===== src/rtl/usb_bus_arb.sv =====
// Two-master round-robin arbiter for the USB core's 16-bit register bus.
// One transaction per grant, a forced idle (DRAIN) cycle between grants, and an ack timeout.
module usb_bus_arb #(
  parameter int unsigned TIMEOUT = 16
) (
  input  logic        clk,
  input  logic        rst,
  input  logic [15:0] m0_addr,
  input  logic [15:0] m0_din,
  output logic [15:0] m0_dout,
  input  logic        m0_cyc,
  input  logic        m0_we,
  output logic        m0_ack,
  output logic        m0_err,
  input  logic [15:0] m1_addr,
  input  logic [15:0] m1_din,
  output logic [15:0] m1_dout,
  input  logic        m1_cyc,
  input  logic        m1_we,
  output logic        m1_ack,
  output logic        m1_err,
  output logic [15:0] s_addr,
  output logic [15:0] s_din,
  input  logic [15:0] s_dout,
  output logic        s_cyc,
  output logic        s_we,
  input  logic        s_ack
);

  typedef enum logic [1:0] {IDLE, GNT0, GNT1, DRAIN} state_e;

  localparam logic [7:0] TMO_LAST = 8'(TIMEOUT - 1);

  state_e      state_q, state_d;
  logic        s_cyc_q, s_cyc_d;
  logic        s_we_q, s_we_d;
  logic [15:0] s_addr_q, s_addr_d;
  logic [15:0] s_din_q, s_din_d;
  logic [7:0]  cnt_q, cnt_d;
  logic        last_grant_q, last_grant_d;

  logic        gnt0, gnt1, cur_cyc, tmo;

  assign gnt0    = (state_q == GNT0);
  assign gnt1    = (state_q == GNT1);
  assign cur_cyc = gnt1 ? m1_cyc : m0_cyc;
  assign tmo     = (cnt_q == TMO_LAST);

  always_comb begin
    state_d      = state_q;
    s_cyc_d      = s_cyc_q;
    s_we_d       = s_we_q;
    s_addr_d     = s_addr_q;
    s_din_d      = s_din_q;
    cnt_d        = cnt_q;
    last_grant_d = last_grant_q;
    case (state_q)
      IDLE: begin
        // On a tie, the master that did not win last time gets the bus
        if (m0_cyc && (!m1_cyc || last_grant_q)) begin
          state_d      = GNT0;
          s_cyc_d      = 1'b1;
          s_addr_d     = m0_addr;
          s_din_d      = m0_din;
          s_we_d       = m0_we;
          cnt_d        = '0;
          last_grant_d = 1'b0;
        end else if (m1_cyc) begin
          state_d      = GNT1;
          s_cyc_d      = 1'b1;
          s_addr_d     = m1_addr;
          s_din_d      = m1_din;
          s_we_d       = m1_we;
          cnt_d        = '0;
          last_grant_d = 1'b1;
        end
      end
      GNT0, GNT1: begin
        s_addr_d = gnt1 ? m1_addr : m0_addr;
        s_din_d  = gnt1 ? m1_din  : m0_din;
        s_we_d   = gnt1 ? m1_we   : m0_we;
        if (s_ack || !cur_cyc || tmo) begin
          state_d = DRAIN;
          s_cyc_d = 1'b0;
        end else begin
          cnt_d = cnt_q + 8'd1;
        end
      end
      DRAIN:   state_d = IDLE;
      default: state_d = IDLE;
    endcase
  end

  always_ff @(posedge clk) begin
    if (rst) begin
      state_q      <= IDLE;
      s_cyc_q      <= 1'b0;
      s_we_q       <= 1'b0;
      s_addr_q     <= '0;
      s_din_q      <= '0;
      cnt_q        <= '0;
      last_grant_q <= 1'b1;
    end else begin
      state_q      <= state_d;
      s_cyc_q      <= s_cyc_d;
      s_we_q       <= s_we_d;
      s_addr_q     <= s_addr_d;
      s_din_q      <= s_din_d;
      cnt_q        <= cnt_d;
      last_grant_q <= last_grant_d;
    end
  end

  assign s_cyc  = s_cyc_q;
  assign s_we   = s_we_q;
  assign s_addr = s_addr_q;
  assign s_din  = s_din_q;

  // Ack beats timeout; a master that already walked away gets no err
  assign m0_ack  = s_ack & gnt0;
  assign m1_ack  = s_ack & gnt1;
  assign m0_err  = gnt0 & tmo & ~s_ack & m0_cyc;
  assign m1_err  = gnt1 & tmo & ~s_ack & m1_cyc;
  assign m0_dout = gnt0 ? s_dout : 16'h0000;
  assign m1_dout = gnt1 ? s_dout : 16'h0000;

endmodule


===== config.mk =====
export PLATFORM = sky130hd
export DESIGN_NAME = usb_bus_arb
export DESIGN_NICKNAME = d
export VERILOG_FILES = /design/src/rtl/usb_bus_arb.sv
export SDC_FILE = /design/constraint.sdc
export NUM_CORES = 1
export LEC_CHECK = 0
export ABC_AREA = 1
export CORE_UTILIZATION = 35
export CTS_CLUSTER_DIAMETER = 200
export DETAILED_ROUTE_END_ITERATION = 16
export HOLD_SLACK_MARGIN = 0.08
export PLACE_DENSITY = 0.76
export SLEW_MARGIN = 30
export SYNTH_ARGS = -nofsm -noshare
export SYNTH_HDL_FRONTEND = slang
export SYNTH_SLANG_ARGS = --single-unit

===== constraint.sdc =====
create_clock -name clk -period 4.81 [get_ports clk]
set_input_delay 0.962 -clock clk [delete_from_list [all_inputs] [get_ports clk]]
set_output_delay 0.962 -clock clk [all_outputs]
set_load 0.005 [all_outputs]

==> run_results.csv, run 1 <==
group,metric,value,unit
yosys,synthesis.nets,591,
timing,hold_violations,0,
timing,fmax,300,MHz
grt,first_global_vias,3229,
status,status,"complete, no violations",
yosys,synthFlopType,"dfxtp_1",
die,dieHeight,96.3,µm
grt,antenna_found_initial,0,
placement,preCtsSetupSlack,1480,ps
critical_path,cp_max_fo,6,
yosys,synth_edf_count,0,
detailed_routing,firstDrtPassIters,5,
timing,rsz0062_at_grt,"no",
timing,period_share,69.2,%
yosys,ys_seq_area_share,29.0,%
timing,setup_viol,0,
timing,slew_violations,0,
timing,relSlewSlack,50.2,%
run,cap_violations,0,
yosys,synth.most_common_cell,"nand2_1",
layout,final_layout_size_suffix_gt1_share,3.82,%
placement,gp_congestion,0.840,
placement,placedCellCount,728,
yosys,syn_avg_cell_area,6.23,µm²
clock_network,clk_pin_slew,90,ps
placement,portBuffers,156,
critical_path,startpoint,"m0_cyc",
clock_network,cts_root_buf,"clkbuf_8",
critical_path,cp.arrival,2370,ps
yosys,synth_warnings,0,
die,coreArea,0.00868,mm²
worst_hold_path,worstHoldPathType,"flip-flop to flip-flop",
timing,fin_crit,3330,ps
layout,n_antenna_cell,0,
yosys,netlist_area,0.00311,mm²
clock_network,clock_latency,310,ps
yosys,ys_ff_latch,45,
placement,hpwl,6760,µm
layout,syn_to_final_growth,53.7,%
yosys,synthCells,499,
die,io-pin-count,157,
detailed_routing,vias_per_cell,5.06,
detailed_routing,antenna_left,0,
layout,fillCellCount,847,
layout,nets,719,
detailed_routing,num_vias,3724,
power,p_total,2.50,mW
clock_network,clk_path_buf_depth,2,
yosys,synthTopCellsByArea,"dfxtp_1, nand2_1, inv_1",
detailed_routing,routedWlPerCell,12.9,µm
yosys,synth_cell_types,26,
critical_path,required,3850,ps
critical_path,r2r_start,"state_q[0]",
timing,fin_setup_tns,0,ps
yosys,yosysTopAreaCell,"dfxtp_1",
die,die_area,0.00927,mm²
clock_network,cts_tree,"yes",
grt,grt_pass1_wl,14000,µm
power,powerDensity,524,mW/mm²
layout,fin_cells,736,
yosys,synthTopCellsByCount,"nand2_1, inv_1, o21ai_0",
detailed_routing,first_iter_violations,155,
critical_path,worstSetupPathType,"input pin to output pin",
die,fp-row-count,34,
clock_network,cts_sinks,45,
clock_network,cts_setup_buffers,0,
detailed_routing,drc,0,
critical_path,crit_path_end_kind,"output pin",
timing,max_slew.worst_pin.slew,744,ps
power,p_leak,2.05,nW
yosys,synth_top_area_share,29.0,%
detailed_routing,wirelength,9490,µm
layout,regArea,901,µm²
clock_network,htree_levels,2,
clock_network,cts-buffers-inserted,5,
worst_hold_path,min_from,"s_cyc",
timing,fin_skew,8.99,ps
grt,grt_start_max_net_pins,72,
timing,worst_slack,1480,ps
yosys,synth-async-reset-ratio,0,%
die,die_x,96.3,µm
grt,grt-ovfl-total,0,
layout,multi_input_area,0.00171,mm²
power,ir_drop,0.276,mV
clock_network,cts_hold_buffers,0,
critical_path,worstSetupStartpointType,"input pin",
grt,grt_use_total,19.2,%
die,start_util,35.8,%
layout,utilization,55.1,%
clock_network,cts_resized,0,
[metal layers]
layer	vias to the layer above	track usage [%]	share of wire [%]	routed length (µm)
met5	-	0	0	0
met4	0	3.61	0.53	50
met3	4	5.69	9.3	880
met2	139	37.5	50	4740
met1	1665	20.0	40	3820
li1	1916	-	-	-
[flip-flops by register name, indices dropped and copies added (netlist names)]
register	flops
s_cyc	1
s_din	16
s_addr	16
last_grant_q	1
state_q	2
cnt_q	8
s_we	1
[where the power goes]
| group | switching, mW | total, mW | internal, mW |
|---|---|---|---|
| sequential | 0.0746 | 0.583 | 0.508 |
| clock | 0.139 | 0.308 | 0.169 |
| combinational | 0.894 | 1.61 | 0.720 |
[critical path, cell delays in order]
cell and delay (ps):
clkdlybuf4s50_1 630, nand2_1 80, nor3_1 170, clkdlybuf4s50_1 520
[area by class of cell]
class / count / share of cell area [%]
clock buffer: 6 / 1.73
clock inverter: 2 / 0.785
inverter: 87 / 6.83
multi-input combinational: 328 / 35.7
sequential: 45 / 18.8
tap: 108 / 2.83
timing repair buffer: 160 / 33.3
[cell usage in the layout, fill, tap and decap left out]
cell type,n
nor2_1,16
o21ai_1,6
ha_1,3
clkinvlp_4,1
nand3_1,15
nand3_2,1
clkdlybuf4s50_1,156
o21bai_1,1
nand2_2,2
dfxtp_1,45
nand2_1,102
xnor2_1,1
clkinv_1,1
o21ai_2,1
nand4_1,2
inv_2,4
inv_1,82
ha_2,2
nor3b_1,1
nor3_1,2
buf_4,4
o21ai_4,2
a31oi_1,33
clkbuf_8,6
a21oi_1,43
bufinv_16,1
o21ai_0,61
o211ai_1,34
[final timing paths]
check	slack, ps	endpoint	cells after the start
setup / recovery	1480	m0_err	4
hold / removal	470	s_cyc	2
setup reg to reg	2350	cnt_q[6]	9
hold reg to reg	470	s_cyc	2
[kinds of logic (layout without fill, tap and decap cells)]
| logic type | count (synthesis) | in the layout | share of synthesized area [%] |
|---|---|---|---|
| AO/OA/AOI/OAI | 181 | 181 | 33.6 |
| AND/OR/NAND/NOR | 141 | 141 | 18.3 |
| buffers and inverters | 126 | 255 | 16.8 |
| flip-flops | 45 | 45 | 29.0 |
| adder cells (fa/ha/maj) | 5 | 5 | 2.01 |
| XOR/XNOR | 1 | 1 | 0.282 |
[metrics by stage]
| step | instance area (µm²) | hold WS (ps) |
|---|---|---|
| 5_1_grt | 4780 | 502 |
| 6_report | 4780 | 471 |
| 3_5_place_dp | 4660 | 463 |
| 3_3_place_gp | 4660 | 454 |
| 4_1_cts | 4780 | 477 |
| 2_1_floorplan | 3110 | 455 |
Note: power is estimated with default switching activity, not from simulation.
==> run 2: changes to the inputs <==
Clock period 4.81 ns to 3.4 ns, I/O delays scaled along.
==> run 2 against run 1 <==
Net effect: die area unchanged; worst hold slack worse by 6.3 ps; final cell count grew 0.41%; clock-buffer cell count rose by 2; sequential cell count stayed put; total power rose by 38%; wire length down 1.5%; utilization shrank 0.058 points; combinational power increased by 44%; setup slack lost 860 ps; largest power group unchanged; register-to-register slack worse by 1100 ps.
==> run_results.csv, run 2 (synthesis results as in run 1) <==
group,metric,value,unit
timing,max_slew.worst_pin.slew,743,ps
layout,regArea,901,µm²
detailed_routing,routedWlPerCell,12.6,µm
power,p_leak,2.05,nW
clock_network,clock_latency,290,ps
die,fp-row-count,34,
critical_path,r2r_start,"state_q[0]",
grt,grt-ovfl-total,0,
layout,final_cell_mix,"clkdlybuf4s50_1, nand2_1, inv_1",
layout,final_layout_size_suffix_gt1_share,3.65,%
timing,fin_crit,2780,ps
critical_path,path_cells,"inv_1, ha_1, nand2_1, nor3_1, clkdlybuf4s50_1",
clock_network,cts_setup_buffers,0,
worst_hold_path,hold_path_depth,2,
die,dieHeight,96.3,µm
detailed_routing,first_iter_violations,137,
grt,first_global_vias,3371,
worst_hold_path,worstHoldPathType,"flip-flop to flip-flop",
critical_path,worstSetupStartpointType,"flip-flop",
grt,grt_use_total,19.8,%
clock_network,clk_path_buf_depth,2,
detailed_routing,drc,0,
clock_network,cts_tree,"yes",
die,die_x,96.3,µm
detailed_routing,antenna_left,0,
clock_network,cts_hold_buffers,0,
critical_path,worstSetupPathType,"flip-flop to output pin",
layout,syn_to_final_growth,53.6,%
critical_path,rrSetupSlack,1230,ps
detailed_routing,num_vias,3775,
clock_network,cts-buffers-inserted,5,
grt,grt_pass1_wl,14600,µm
layout,n_antenna_cell,0,
grt,antenna_found_initial,0,
timing,period_share,81.9,%
timing,setup_viol,0,
status,status,"complete, no violations",
critical_path,cp.arrival,2100,ps
grt,grt_start_max_net_pins,72,
power,ir_drop,0.441,mV
run,cap_violations,0,
placement,hpwl,6720,µm
critical_path,r2r_end,"s_addr[5]",
placement,preCtsSetupSlack,645,ps
critical_path,crit_slowest_cell,"ha_1",
die,coreArea,0.00868,mm²
layout,utilization,55.0,%
timing,hold_violations,0,
placement,placed_area,0.00470,mm²
clock_network,cts_sinks,45,
placement,gp_congestion,0.835,
timing,slew_violations,0,
worst_hold_path,worstHoldEndpoint,"s_cyc",
layout,nets,722,
critical_path,startpoint,"state_q[1]",
placement,portBuffers,156,
clock_network,htree_levels,2,
die,io-pin-count,157,
detailed_routing,firstDrtPassIters,4,
clock_network,cts_root_buf,"clkbuf_8",
timing,fmax,359,MHz
timing,fin_setup_tns,0,ps
layout,layout_commonest_cell,"clkdlybuf4s50_1",
critical_path,slowest_delay,570,ps
timing,fin_skew,4.64,ps
layout,multi_input_area,0.00171,mm²
critical_path,required,2720,ps
power,p_total,3.46,mW
worst_hold_path,min_from,"s_cyc",
die,die_area,0.00927,mm²
critical_path,crit_path_end_kind,"output pin",
detailed_routing,vias_per_cell,5.11,
die,start_util,35.8,%
critical_path,cp_max_fo,18,
layout,fillCellCount,822,
timing,rsz0062_at_grt,"no",
critical_path,r2r_cells,7,
power,powerDensity,724,mW/mm²
clock_network,clk_pin_slew,80,ps
clock_network,cts_resized,0,
timing,worst_slack,616,ps
timing,relSlewSlack,50.5,%
layout,design_area,0.00478,mm²
detailed_routing,wirelength,9350,µm
==> run 2: metal layers <==
layer	wire [µm]	part of all wire, %	global-route usage, %
met4	68	0.73	4.60
met1	3900	42	22.4
met3	801	8.6	5.13
met2	4580	49	36.6
met5	0	0	0
==> run 2: power by group <==
| part | switching [mW] | leakage, nW | internal, mW |
|---|---|---|---|
| clock | 0.177 | 0.0395 | 0.146 |
| sequential | 0.0989 | 0.373 | 0.719 |
| combinational | 1.28 | 1.64 | 1.04 |
| total | 1.55 | 2.05 | 1.91 |
==> run 2: layout make-up <==
type                            instances  area share (%)
Multi-Input combinational cell        328            35.8
Sequential cell                        45            18.9
Timing Repair Buffer                  163            34.0
Tap cell                              108            2.83
Inverter                               87            6.84
Clock buffer                            8            1.68
==> run 2: worst max-delay path: cells and delay by family (launching register included) <==
family / cells / cell delay, ps
and+or+nand+nor: 2 / 290
DFF: 1 / 320
buffers and inverters: 2 / 640
adders and majority gates: 1 / 570
==> run 2: how the worst max path moves through the flow <==
stage                        endpoint  slack (ps)  cells after the start
after floorplan           m1_dout[10]        1470                      7
after global placement         m0_err         640                      4
after detailed placement       m0_err         650                      4
after CTS                      m0_err         580                      5
after global routing           m0_err         400                      5
final                          m0_err         620                      5
==> run 2: per-stage QoR <==
step / hold WS (ps) / cells
2_1_floorplan: 455 / 499
3_3_place_gp: 452 / 731
3_5_place_dp: 461 / 731
4_1_cts: 472 / 739
5_1_grt: 505 / 739
6_report: 465 / 739
